===== src/rtl/perf_counter_monitor.sv =====
// Cycle / retired-instruction / event counter block with IDLE-RUN-HALTED control
// and a one-cycle registered read port. Counter index map: 0 cycles, 1 retired, 2+k events[k].
module perf_counter_monitor #(
   parameter int unsigned NUM_EVENTS      = 4,
   parameter int unsigned COMMIT_PORTS    = 2,
   parameter int unsigned CNT_WIDTH       = 32,
   parameter bit          SATURATE        = 1'b0,
   parameter bit          RESTART_ON_HOLD = 1'b1
) (
   input  logic                              sys_clk,
   input  logic                              ext_reset,
   input  logic                              fetch_hold,
   input  logic                              halt_req,
   input  logic                              clear,
   input  logic [COMMIT_PORTS-1:0]           retire_valid,
   input  logic [NUM_EVENTS-1:0]             events,
   input  logic                              rd_en,
   input  logic [$clog2(NUM_EVENTS+2)-1:0]   rd_addr,
   output logic [CNT_WIDTH-1:0]              rd_data,
   output logic                              rd_valid,
   output logic                              running,
   output logic                              halted,
   output logic [NUM_EVENTS+1:0]             overflow
);

   localparam int unsigned NCNT = NUM_EVENTS + 2;
   localparam int unsigned AW   = $clog2(NCNT);

   typedef enum logic [1:0] {IDLE, RUN, HALTED} state_e;

   state_e               state_q, state_d;
   logic                 running_q, halted_q;
   logic [CNT_WIDTH-1:0] cnt_q [NCNT];
   logic [CNT_WIDTH-1:0] cnt_d [NCNT];
   logic [CNT_WIDTH:0]   inc   [NCNT];
   logic [CNT_WIDTH:0]   sum   [NCNT];
   logic [NCNT-1:0]      ovf_q, ovf_d;
   logic                 count_en, wipe;
   logic [CNT_WIDTH-1:0] rd_sel, rd_data_q;
   logic                 rd_valid_q;

   // wipe covers both clear and a restart-on-hold; clear outranks everything else
   always_comb begin
      count_en = (state_q != HALTED) && !fetch_hold && !clear;
      wipe     = clear || (RESTART_ON_HOLD && (state_q == RUN) && fetch_hold);
      state_d  = state_q;
      if (wipe)
         state_d = IDLE;
      else if (count_en)
         state_d = ((state_q == RUN) && halt_req) ? HALTED : RUN;
   end

   always_ff @(posedge sys_clk or posedge ext_reset) begin
      if (ext_reset) begin
         state_q   <= IDLE;
         running_q <= 1'b0;
         halted_q  <= 1'b0;
      end else begin
         state_q   <= state_d;
         running_q <= (state_d == RUN);
         halted_q  <= (state_d == HALTED);
      end
   end

   // Sums carry one extra bit so the true overflow is visible before saturate/wrap
   always_comb begin
      for (int unsigned i = 0; i < NCNT; i++) inc[i] = '0;
      inc[0] = (CNT_WIDTH+1)'(1);
      for (int unsigned i = 0; i < COMMIT_PORTS; i++)
         inc[1] = inc[1] + (CNT_WIDTH+1)'(retire_valid[i]);
      for (int unsigned k = 0; k < NUM_EVENTS; k++)
         inc[2+k] = (CNT_WIDTH+1)'(events[k]);

      for (int unsigned i = 0; i < NCNT; i++) begin
         sum[i]   = {1'b0, cnt_q[i]} + inc[i];
         cnt_d[i] = cnt_q[i];
         ovf_d[i] = ovf_q[i];
         if (wipe) begin
            cnt_d[i] = '0;
            ovf_d[i] = 1'b0;
         end else if (count_en) begin
            if (sum[i][CNT_WIDTH]) begin
               ovf_d[i] = 1'b1;
               cnt_d[i] = SATURATE ? '1 : sum[i][CNT_WIDTH-1:0];
            end else begin
               cnt_d[i] = sum[i][CNT_WIDTH-1:0];
            end
         end
      end
   end

   always_ff @(posedge sys_clk or posedge ext_reset) begin
      if (ext_reset) begin
         for (int unsigned i = 0; i < NCNT; i++) cnt_q[i] <= '0;
         ovf_q <= '0;
      end else begin
         for (int unsigned i = 0; i < NCNT; i++) cnt_q[i] <= cnt_d[i];
         ovf_q <= ovf_d;
      end
   end

   // Out-of-range addresses match no counter and read back as zero
   always_comb begin
      rd_sel = '0;
      for (int unsigned i = 0; i < NCNT; i++)
         if (rd_addr == AW'(i)) rd_sel = cnt_q[i];
   end

   always_ff @(posedge sys_clk or posedge ext_reset) begin
      if (ext_reset) begin
         rd_data_q  <= '0;
         rd_valid_q <= 1'b0;
      end else begin
         rd_valid_q <= rd_en;
         if (rd_en) rd_data_q <= rd_sel;
      end
   end

   assign rd_data  = rd_data_q;
   assign rd_valid = rd_valid_q;
   assign running  = running_q;
   assign halted   = halted_q;
   assign overflow = ovf_q;

endmodule


===== config.mk =====
export PLATFORM = sky130hd
export DESIGN_NAME = perf_counter_monitor
export DESIGN_NICKNAME = d
export VERILOG_FILES = /design/src/rtl/perf_counter_monitor.sv
export SDC_FILE = /design/constraint.sdc
export NUM_CORES = 1
export LEC_CHECK = 0
export ABC_AREA = 1
export CORE_MARGIN = 2
export CORE_UTILIZATION = 56
export CTS_CLUSTER_DIAMETER = 150
export DETAILED_ROUTE_END_ITERATION = 10
export GPL_TIMING_DRIVEN = 1
export PLACE_DENSITY_LB_ADDON = 0.08
export REMOVE_ABC_BUFFERS = 1
export SLEW_MARGIN = 0
export SYNTH_ARGS = -nofsm -noshare
export SYNTH_HDL_FRONTEND = slang
export SYNTH_SLANG_ARGS = --single-unit

===== constraint.sdc =====
create_clock -name sys_clk -period 6.45 [get_ports sys_clk]
set_input_delay 0.645 -clock sys_clk [delete_from_list [all_inputs] [get_ports sys_clk]]
set_output_delay 0.645 -clock sys_clk [all_outputs]
set_load 0.02 [all_outputs]

==> flow_results.org, run 1 <==
** Outcome
- Result of the run :: complete, no violations

** Worst setup path
- WP buf/inv :: 2
- Data on the critical path arrives at its endpoint at approximately 3.7 ns.
- Crit path max-delay cell type :: sky130_fd_sc_hd__buf_4
- The worst setup path is of the primary input to flop kind.
- The worst setup path is launched from a primary input.
- The signal on the critical path passes through clkdlybuf4s50_1 -> nor2_2 -> nand2_4 -> nand3_4 -> buf_4 -> nand2_1 -> nor2_2 -> nand3_1 -> nand2_1 -> nor2_1.
- STA puts the critical path data required time at 6.88 ns.
- In this run the worst path has a maximum fanout of just under 80.
- The worst setup path is captured at a flop.
- On the worst path, the slowest cell contributes a delay of 0.77 ns.
- Worst path top cell family by delay :: simple AND/OR/NAND/NOR gates

** Synth
- The share of the Yosys chip area taken by registers is 0.3810.
- Most frequently used cell type in the post-synthesis netlist :: sky130_fd_sc_hd__nand2_1
- Most frequent cells after synthesis :: 871 x sky130_fd_sc_hd__nand2_1, 445 x sky130_fd_sc_hd__nor2_1, 237 x sky130_fd_sc_hd__inv_1
- Synthesis inferred 235 register bits.
- In the synthesized netlist the async set-or-reset flop fraction comes to 1.000.
- Number of unique standard cell types used by synthesis :: 34
- The share of synthesized area in the top cell type comes to 0.3810.
- During synthesis, Yosys emitted a total of 0 warnings.
- A synthesized cell averages approximately 6.3 um^2.
- In the synthesized netlist, the number of instances is between 2k and 2.5k.
- In this run, synthesis inferred 0 flip-flops with an integrated enable.
- Ys flop type :: sky130_fd_sc_hd__dfrtp_1
- After synthesis the cells add up to between 15,000 and 20,000 um^2.
- The largest total area in the synthesized netlist belongs to sky130_fd_sc_hd__dfrtp_1.
- In the post-synthesis netlist, the biggest area contributors are sky130_fd_sc_hd__dfrtp_1 38%, sky130_fd_sc_hd__nand2_1 21%, sky130_fd_sc_hd__nor2_1 11%, sky130_fd_sc_hd__inv_1 5.8%, sky130_fd_sc_hd__nand3_1 4.7%.

** Clocking
- In this run the clock root is driven by a sky130_fd_sc_hd__clkbuf_16.
- Clock tree from TritonCTS :: done
- Hold buffers post-CTS :: 0
- In this run the number of H-tree levels came out at 1.
- Number of buffers on the longest clock path :: 3
- Number of setup buffers added after CTS :: 0
- In this run, post-CTS repair resized a total of 0 instances.
- Counting the buffers created by CTS gives 28.
- Count of clock tree sinks :: around 240
- Clock-pin slew on the worst setup and hold paths :: ~0.050 ns
- For the worst-skew pair, the clock arrives at the later sink with an insertion delay of 0.56 ns.

** Timing
- Tmin final :: ~3.3 ns
- Relative max-transition margin :: 0.2204
- For the pin with the worst max-slew slack, the measured transition is about 1.2 ns.
- Fin. max-slew vios :: 0
- RSZ-0062 raised after global routing :: no
- Hold Vio Cnt, Final :: 0
- On the final layout, the worst clock skew is between 0.015 and 0.02 ns.
- Timing would allow up to ~0.3 GHz.
- Dividing the final minimum period by the clock period gives 0.5100.
- Total setup violations reported at the end of the flow :: 0
- Worst-case hold slack :: ~0.47 ns

** Finish
- Final layout net count :: around 2.5k
- The finished cells cover between 15,000 and 20,000 um^2.
- Layout overhead on the synthesized area :: 10.83%
- 0 antenna diodes ended up in the layout.
- Footprint of the flip-flops and latches :: just under 6000 um^2
- Measured on the finished design, the core utilization comes to 0.6330.
- Summing all multi-input logic gate instances after layout gives 8289 um^2.
- Fillers :: around 2.6k
- In the final layout, the share of cells above drive strength 1 is 0.03486.

** GRT
- Remaining global-route overflow :: 0
- For this run, the total global-route usage over all layers was measured as 0.3679.
- Vias in the first global route :: approximately 15k
- Entering global routing, the biggest net connects 112 pins.
- Wire length of the first global-routing pass :: a little over 80,000 um
- Antenna violations before repair :: 0

** Place
- Summed over all nets, the half-perimeter wirelength after detailed placement is roughly 38,000 um.
- Routability-driven placement finished with a final weighted congestion of between 0.9 and 1.
- Buffers on Ports :: between 50 and 60
- Dpl cell area :: 16,170 um^2

** Power and ir drop
- Register share of total power :: 0.439
- Clock Power Share :: 0.473
- Of the total power, combinational logic draws 0.088.
- For this design the static power due to leakage is 7.265 nW.
- Total power divided by cell area :: slightly above 200 nW/um^2
- VDD sags by at most ~220 uV.
- In this run the power spent charging and discharging nets is between 0.8 and 0.9 mW.
- Of the total power, the share spent switching nets is 0.2577.
- Internal power comes to 2.569 mW.

** Drt
- Mean routed wirelength per cell :: roughly 19 um
- Residual DRC :: 0
- Detailed Routing Iterations Pass 1 :: 5
- Routed via count :: between 15k and 20k
- Drt total wl :: about 53,000 um
- The count of nets left with antenna violations once routing finished came out at 0.
- Dividing the detail-routed via count by the number of cells gives 5.785.
- After the first detailed-routing iteration, the DRC count stood at ~2.3k.

** Min path
- The path class of the tightest hold or removal check is flop to flop.

** Floorplan
- In this run the core area contains 60 standard-cell rows.
- In this run the standard cell core region covers approximately 27,000 um^2.
- Ports :: 56
- In this run the vertical extent of the chip is 170.0 um.
- Measured along the x axis, the die boundary spans roughly 170 um.
- Starting density of the core :: 0.5712
- The die covers ~29,000 um^2.

** Run
- Max-cap violation count :: 0
[stage by stage]
stage                     setup slack, ns  cells  TNS [ns]  power [mW]
final                               3.161   2837         0       3.460
after global routing                3.001   2837         0       3.575
after detailed placement            2.702   2788         0       1.846
after floorplan                   -0.6413   2381   -150.72       1.711
after global placement              2.767   2788         0       1.843
after CTS                           3.262   2837         0       3.470
[cell families after synthesis]
group,after synthesis,share of synthesized area
simple gates,1631,0.4354
fa+ha+maj,11,0.009403
buf+inv,325,0.08308
xor+xnor,12,0.006809
flops,235,0.3810
compound gates,244,0.08430
[power by group through the flow]
stage | registers [mW] | clock network, mW | logic (mW)
2_1_floorplan | 1.57 | 0 | 0.145
3_3_place_gp | 1.55 | 0 | 0.297
3_5_place_dp | 1.55 | 0 | 0.300
4_1_cts | 1.52 | 1.65 | 0.302
5_1_grt | 1.52 | 1.72 | 0.330
6_report | 1.52 | 1.64 | 0.304
[routing by layer]
| metal | vias up | GRT usage | wire length, um |
|---|---|---|---|
| li1 | 7896 | - | - |
| met1 | 7635 | 0.5412 | 23380 |
| met2 | 756 | 0.5441 | 22270 |
| met3 | 124 | 0.05070 | 4467 |
| met4 | 0 | 0.1550 | 2520 |
| met5 | - | 0 | 0 |
[cells in the final DEF (no fill, tap or decap), types with 3 or more instances in the layout]
| cell type | count |
|---|---|
| sky130_fd_sc_hd__a21oi_1 | 111 |
| sky130_fd_sc_hd__a22o_1 | 4 |
| sky130_fd_sc_hd__a31oi_1 | 5 |
| sky130_fd_sc_hd__buf_4 | 11 |
| sky130_fd_sc_hd__clkbuf_1 | 7 |
| sky130_fd_sc_hd__clkbuf_16 | 29 |
| sky130_fd_sc_hd__clkbuf_8 | 8 |
| sky130_fd_sc_hd__clkdlybuf4s50_1 | 55 |
| sky130_fd_sc_hd__clkinv_2 | 3 |
| sky130_fd_sc_hd__dfrtp_1 | 235 |
| sky130_fd_sc_hd__ha_1 | 10 |
| sky130_fd_sc_hd__inv_1 | 236 |
| sky130_fd_sc_hd__inv_2 | 10 |
| sky130_fd_sc_hd__nand2_1 | 870 |
| sky130_fd_sc_hd__nand3_1 | 144 |
| sky130_fd_sc_hd__nand4_1 | 88 |
| sky130_fd_sc_hd__nor2_1 | 445 |
| sky130_fd_sc_hd__nor2_2 | 11 |
| sky130_fd_sc_hd__nor3_1 | 52 |
| sky130_fd_sc_hd__nor3b_1 | 5 |
| sky130_fd_sc_hd__nor4_1 | 3 |
| sky130_fd_sc_hd__o21ai_0 | 72 |
| sky130_fd_sc_hd__o21ai_1 | 9 |
| sky130_fd_sc_hd__o22ai_1 | 40 |
| sky130_fd_sc_hd__xor2_1 | 11 |
[worst paths after layout]
kind / start / to / cells past startpoint / slack, ns
min in group asynchronous: ext_reset / cnt_q[25]$_DFFE_PP0P_ / 2 / 0.62
worst max register to register: state_q[0]$_DFF_PP0_ / cnt_q[76]$_DFFE_PP0P_ / 8 / 3.28
worst max-delay path: clear / cnt_q[125]$_DFFE_PP0P_ / 10 / 3.16
max in group asynchronous: ext_reset / cnt_q[85]$_DFFE_PP0P_ / 3 / 4.37
worst min register to register: overflow[0]$_DFFE_PP0P_ / overflow[0]$_DFFE_PP0P_ / 2 / 0.47
worst min-delay path: overflow[0]$_DFFE_PP0P_ / overflow[0]$_DFFE_PP0P_ / 2 / 0.47
[flip-flops by register name (all words and copies together) (netlist names)]
name,flops
overflow,6
state_q,2
halted,1
rd_valid,1
rd_data,32
running,1
cnt_q,192
[worst min-delay path, stage by stage, from the launching register on]
cell	delay, ns
sky130_fd_sc_hd__dfrtp_1	0.34
sky130_fd_sc_hd__nand2_1	0.05
sky130_fd_sc_hd__nand2_1	0.04
[cell type report]
type                       instances  area share
clock buffer                      44     0.05039
inverter                         248     0.05500
tap                              341     0.02494
sequential                       235      0.3437
clock inverter                     5    0.004388
timing repair buffer              66     0.03701
multi-input combinational       1898      0.4845
Note: power is estimated with default switching activity, not from simulation.
==> run 2, diff against run 1 <==
CORE_UTILIZATION = 63   (was 56)
clock period = 3.08 ns   (was 6.45 ns; I/O delays follow)
==> run 2 against run 1 <==
  * Utilization grew 8.3 points
  * Critical path depth increased by 1
  * Flip-flop and latch count is the same
  * Wire length grew 0.58%
  * Register-to-register slack worse by 2.4 ns
  * Via count grew 3.2%
  * Sequential power rose by 110%
  * Final cell count increased by 0.18%
  * Sequential share of layout area decreased by 0.40 points
  * Non-clock buffer count up 20
  * Design area is 1.2% higher
  * Largest power group unchanged
==> flow_results.org, run 2 (synthesized netlist as in run 1, its figures left out) <==
** Drt
- Drt total wl :: 52,940 um (was 52,640 um)
- Detailed Routing Iterations Pass 1 :: 6 (was 5)
- First DRT Iteration DRCs :: 2,459 (was 2,301)
- Residual DRC :: 0 (unchanged)
- Mean routed wirelength per cell :: 18.63 um (was 18.55 um)
- Residual antenna-violating net count after detailed routing :: 0 (unchanged)
- The vias per cell is 5.962 (was 5.785).
- The via count was 16.94k (was 16.41k).

** Power and ir drop
- Total power draw :: 7.174 mW (was 3.460 mW)
- The power density relative to cell area came to 414.5 nW/um^2 (was 202.3 nW/um^2).
- The maximum resistive drop on vdd was 398.9 uV (was 216.8 uV).
- Static leakage :: 7.386 nW (was 7.265 nW)

** Finish
- Share of cells above drive strength 1 :: 0.04289 (was 0.03486)
- Leading cell types in the layout, fill and taps excluded :: 870 x sky130_fd_sc_hd__nand2_1, 445 x sky130_fd_sc_hd__nor2_1, 236 x sky130_fd_sc_hd__inv_1 (unchanged)
- Footprint of the flip-flops and latches :: 5881 um^2 (unchanged)
- Total area of multi-input combinational cells :: 8295 um^2 (was 8289 um^2)
- Fillers :: 2,075 (was 2,577)
- The final core utilization came to 0.7158 (was 0.6330).
- The flip-flop count of the largest register after layout was 192 (unchanged).
- Diode insertion count for antenna repair :: 0 (unchanged)
- The most common library cell in the layout ignoring fill and taps is sky130_fd_sc_hd__nand2_1 (unchanged).
- The post-route cell area came to 17,310 um^2 (was 17,110 um^2).
- Post-layout instance count excluding filler cells :: 2,842 (was 2,837)
- Layout overhead on the synthesized area :: 12.12% (was 10.83%)
- The register with the most flip-flops is cnt_q (unchanged).
- Final layout net count :: 2,523 (was 2,503)

** Floorplan
- Starting density of the core :: 0.6385 (was 0.5712)
- The die span in y is 160.5 um (was 170.0 um).
- Horizontal die dimension :: 160.5 um (was 170.0 um)
- Total die area :: 25,770 um^2 (was 28,910 um^2)
- Core area :: 24,180 um^2 (was 27,030 um^2)
- Ports :: 56 (unchanged)
- Number of placement rows :: 57 (was 60)

** Timing
- Fin. max-slew vios :: 0 (unchanged)
- In the finished design, the share of the clock period the worst path needs comes to 0.7135.
- Smallest setup slack after layout :: 0.8824 ns (was 3.161 ns)
- Summed negative setup slack over all endpoints :: 0 ns (unchanged)
- Based on the critical path, the design can be clocked at up to approximately 0.46 GHz.
- The tightest hold margin was 0.2910 ns (was 0.4730 ns).
- RSZ-0062 raised after global routing: no (unchanged).
- The final setup violation count is 0 (unchanged).
- The total count of hold-check failures in the final report is 0 (unchanged).
- After layout, the minimum clock period comes to 2.198 ns.
- Worst Max-Slew Pin Slew :: 0.7584 ns (was 1.169 ns)
- The worst slew slack as a fraction of its limit is 0.4944 (was 0.2204).
- Worst clock skew :: 0.02012 ns (was 0.01906 ns)

** GRT
- The remaining global-route overflow is 0 (unchanged).
- The all-layer global routing usage is 0.4102 (was 0.3679).
- The initial antenna violation count came to 0 (unchanged).
- The wire length of the first global-routing pass came to 83,920 um (was 83,120 um).
- The number of global-route vias before repair came to 15.90k (was 14.96k).
- Pin count of the biggest net entering global routing :: 93 (was 112)

** Place
- The setup slack after placement is 0.5066 ns (was 2.702 ns).
- Routability congestion estimate :: 1.013 (was 0.9588)
- The area after detailed placement is 16,390 um^2 (was 16,170 um^2).
- Detailed Place HPWL :: 39,160 um (was 38,010 um)
- The total of buffers placed on input and output ports was 55 (unchanged).
- Number of placed cells counting well taps :: 2,791 (was 2,788)

** Clocking
- The maximum number of buffers from clock root to sink is 3 (unchanged).
- The post-CTS setup-driven buffer insertion count was 0 (unchanged).
- TritonCTS buffer count :: 28 (unchanged)
- Clock-pin slew on the worst setup and hold paths :: 0.06 ns (was 0.05 ns)
- The total number of H-tree levels came to 1 (unchanged).
- The master cell of the clock root buffer is sky130_fd_sc_hd__clkbuf_16 (unchanged).
- Clock tree from TritonCTS :: done (unchanged)
- The number of gates given a new drive strength after cts was 0 (unchanged).
- Hold buffers post-CTS :: 0 (unchanged)
- The clock latency on the worst-skew pair was 0.56 ns (about the same).
- The clock sink count is 235 (unchanged).

** Worst setup path
- CP endpoint kind :: flop (unchanged)
- Crit-path max FO :: 6 (was 77)
- The startpoint type of the worst setup path is a flop (was primary input).
- Crit path DAT :: 2.60 ns (was 3.72 ns)
- The depth of the worst register-to-register path was 11 (was 8).
- The required time at the endpoint of the critical path was 3.48 ns (was 6.88 ns).
- The class of the most critical setup path is flop to flop (was primary input to flop).

** Run
- Max-cap violation count :: 0 (unchanged)

** Min path
- Number of instances on the worst hold path :: 1 (was 2)
- The worst hold path class is primary input to flop (was flop to flop).

** Outcome
- Result of the run :: complete, no violations (unchanged)
==> run 2: changes by cell type in the layout (fill, tap and decap cells not counted), sizes merged <==
cell / change
clkinv: +1
clkbuf: +3
buf: +20
bufinv: -2
==> run 2: critical path, cell delays in order, from the launching register on <==
cell	delay [ns]
sky130_fd_sc_hd__dfrtp_1	0.35
sky130_fd_sc_hd__ha_1	0.30
sky130_fd_sc_hd__ha_1	0.29
sky130_fd_sc_hd__nand2_1	0.12
sky130_fd_sc_hd__nor2_1	0.26
sky130_fd_sc_hd__nand2_1	0.13
sky130_fd_sc_hd__nor2_1	0.21
sky130_fd_sc_hd__nand2_1	0.08
sky130_fd_sc_hd__nand2_1	0.07
sky130_fd_sc_hd__nand2_1	0.08
sky130_fd_sc_hd__nand2_1	0.07
sky130_fd_sc_hd__o21ai_0	0.07
==> run 2: path summary, 6_finish.rpt <==
| check | startpoint | slack [ns] | endpoint |
|---|---|---|---|
| max | cnt_q[96]$_DFFE_PP0P_ | 0.88 | overflow[2]$_DFFE_PP0P_ |
| min | rd_en | 0.29 | rd_valid$_DFF_PP0_ |
| max reg2reg | cnt_q[96]$_DFFE_PP0P_ | 0.88 | overflow[2]$_DFFE_PP0P_ |
| min reg2reg | overflow[0]$_DFFE_PP0P_ | 0.48 | overflow[0]$_DFFE_PP0P_ |
| max in group asynchronous | ext_reset | 1.96 | cnt_q[177]$_DFFE_PP0P_ |
| min in group asynchronous | ext_reset | 0.30 | cnt_q[31]$_DFFE_PP0P_ |
==> run 2: cell type report <==
class	count	share of cell area
multi-input cells	1898	0.4793
flip-flops and latches	235	0.3398
inverters	248	0.05437
clock buffers	47	0.05162
repair buffers	86	0.05032
well taps	324	0.02342
clock inverters	4	0.001157
==> run 2: where the power goes <==
group	internal (mW)	switching, mW	leakage, nW
clock	1.95	1.35	0.454
sequential	3.14	0.0470	3.25
combinational	0.204	0.479	3.68
total	5.30	1.87	7.39
==> run 2: layer usage <==
| layer | global-route usage | vias up | share of wire |
|---|---|---|---|
| li1 | - | 7916 | - |
| met1 | 0.5526 | 7791 | 0.39 |
| met2 | 0.6399 | 1039 | 0.44 |
| met3 | 0.07283 | 198 | 0.11 |
| met4 | 0.2097 | 0 | 0.060 |
| met5 | 0 | - | 0 |
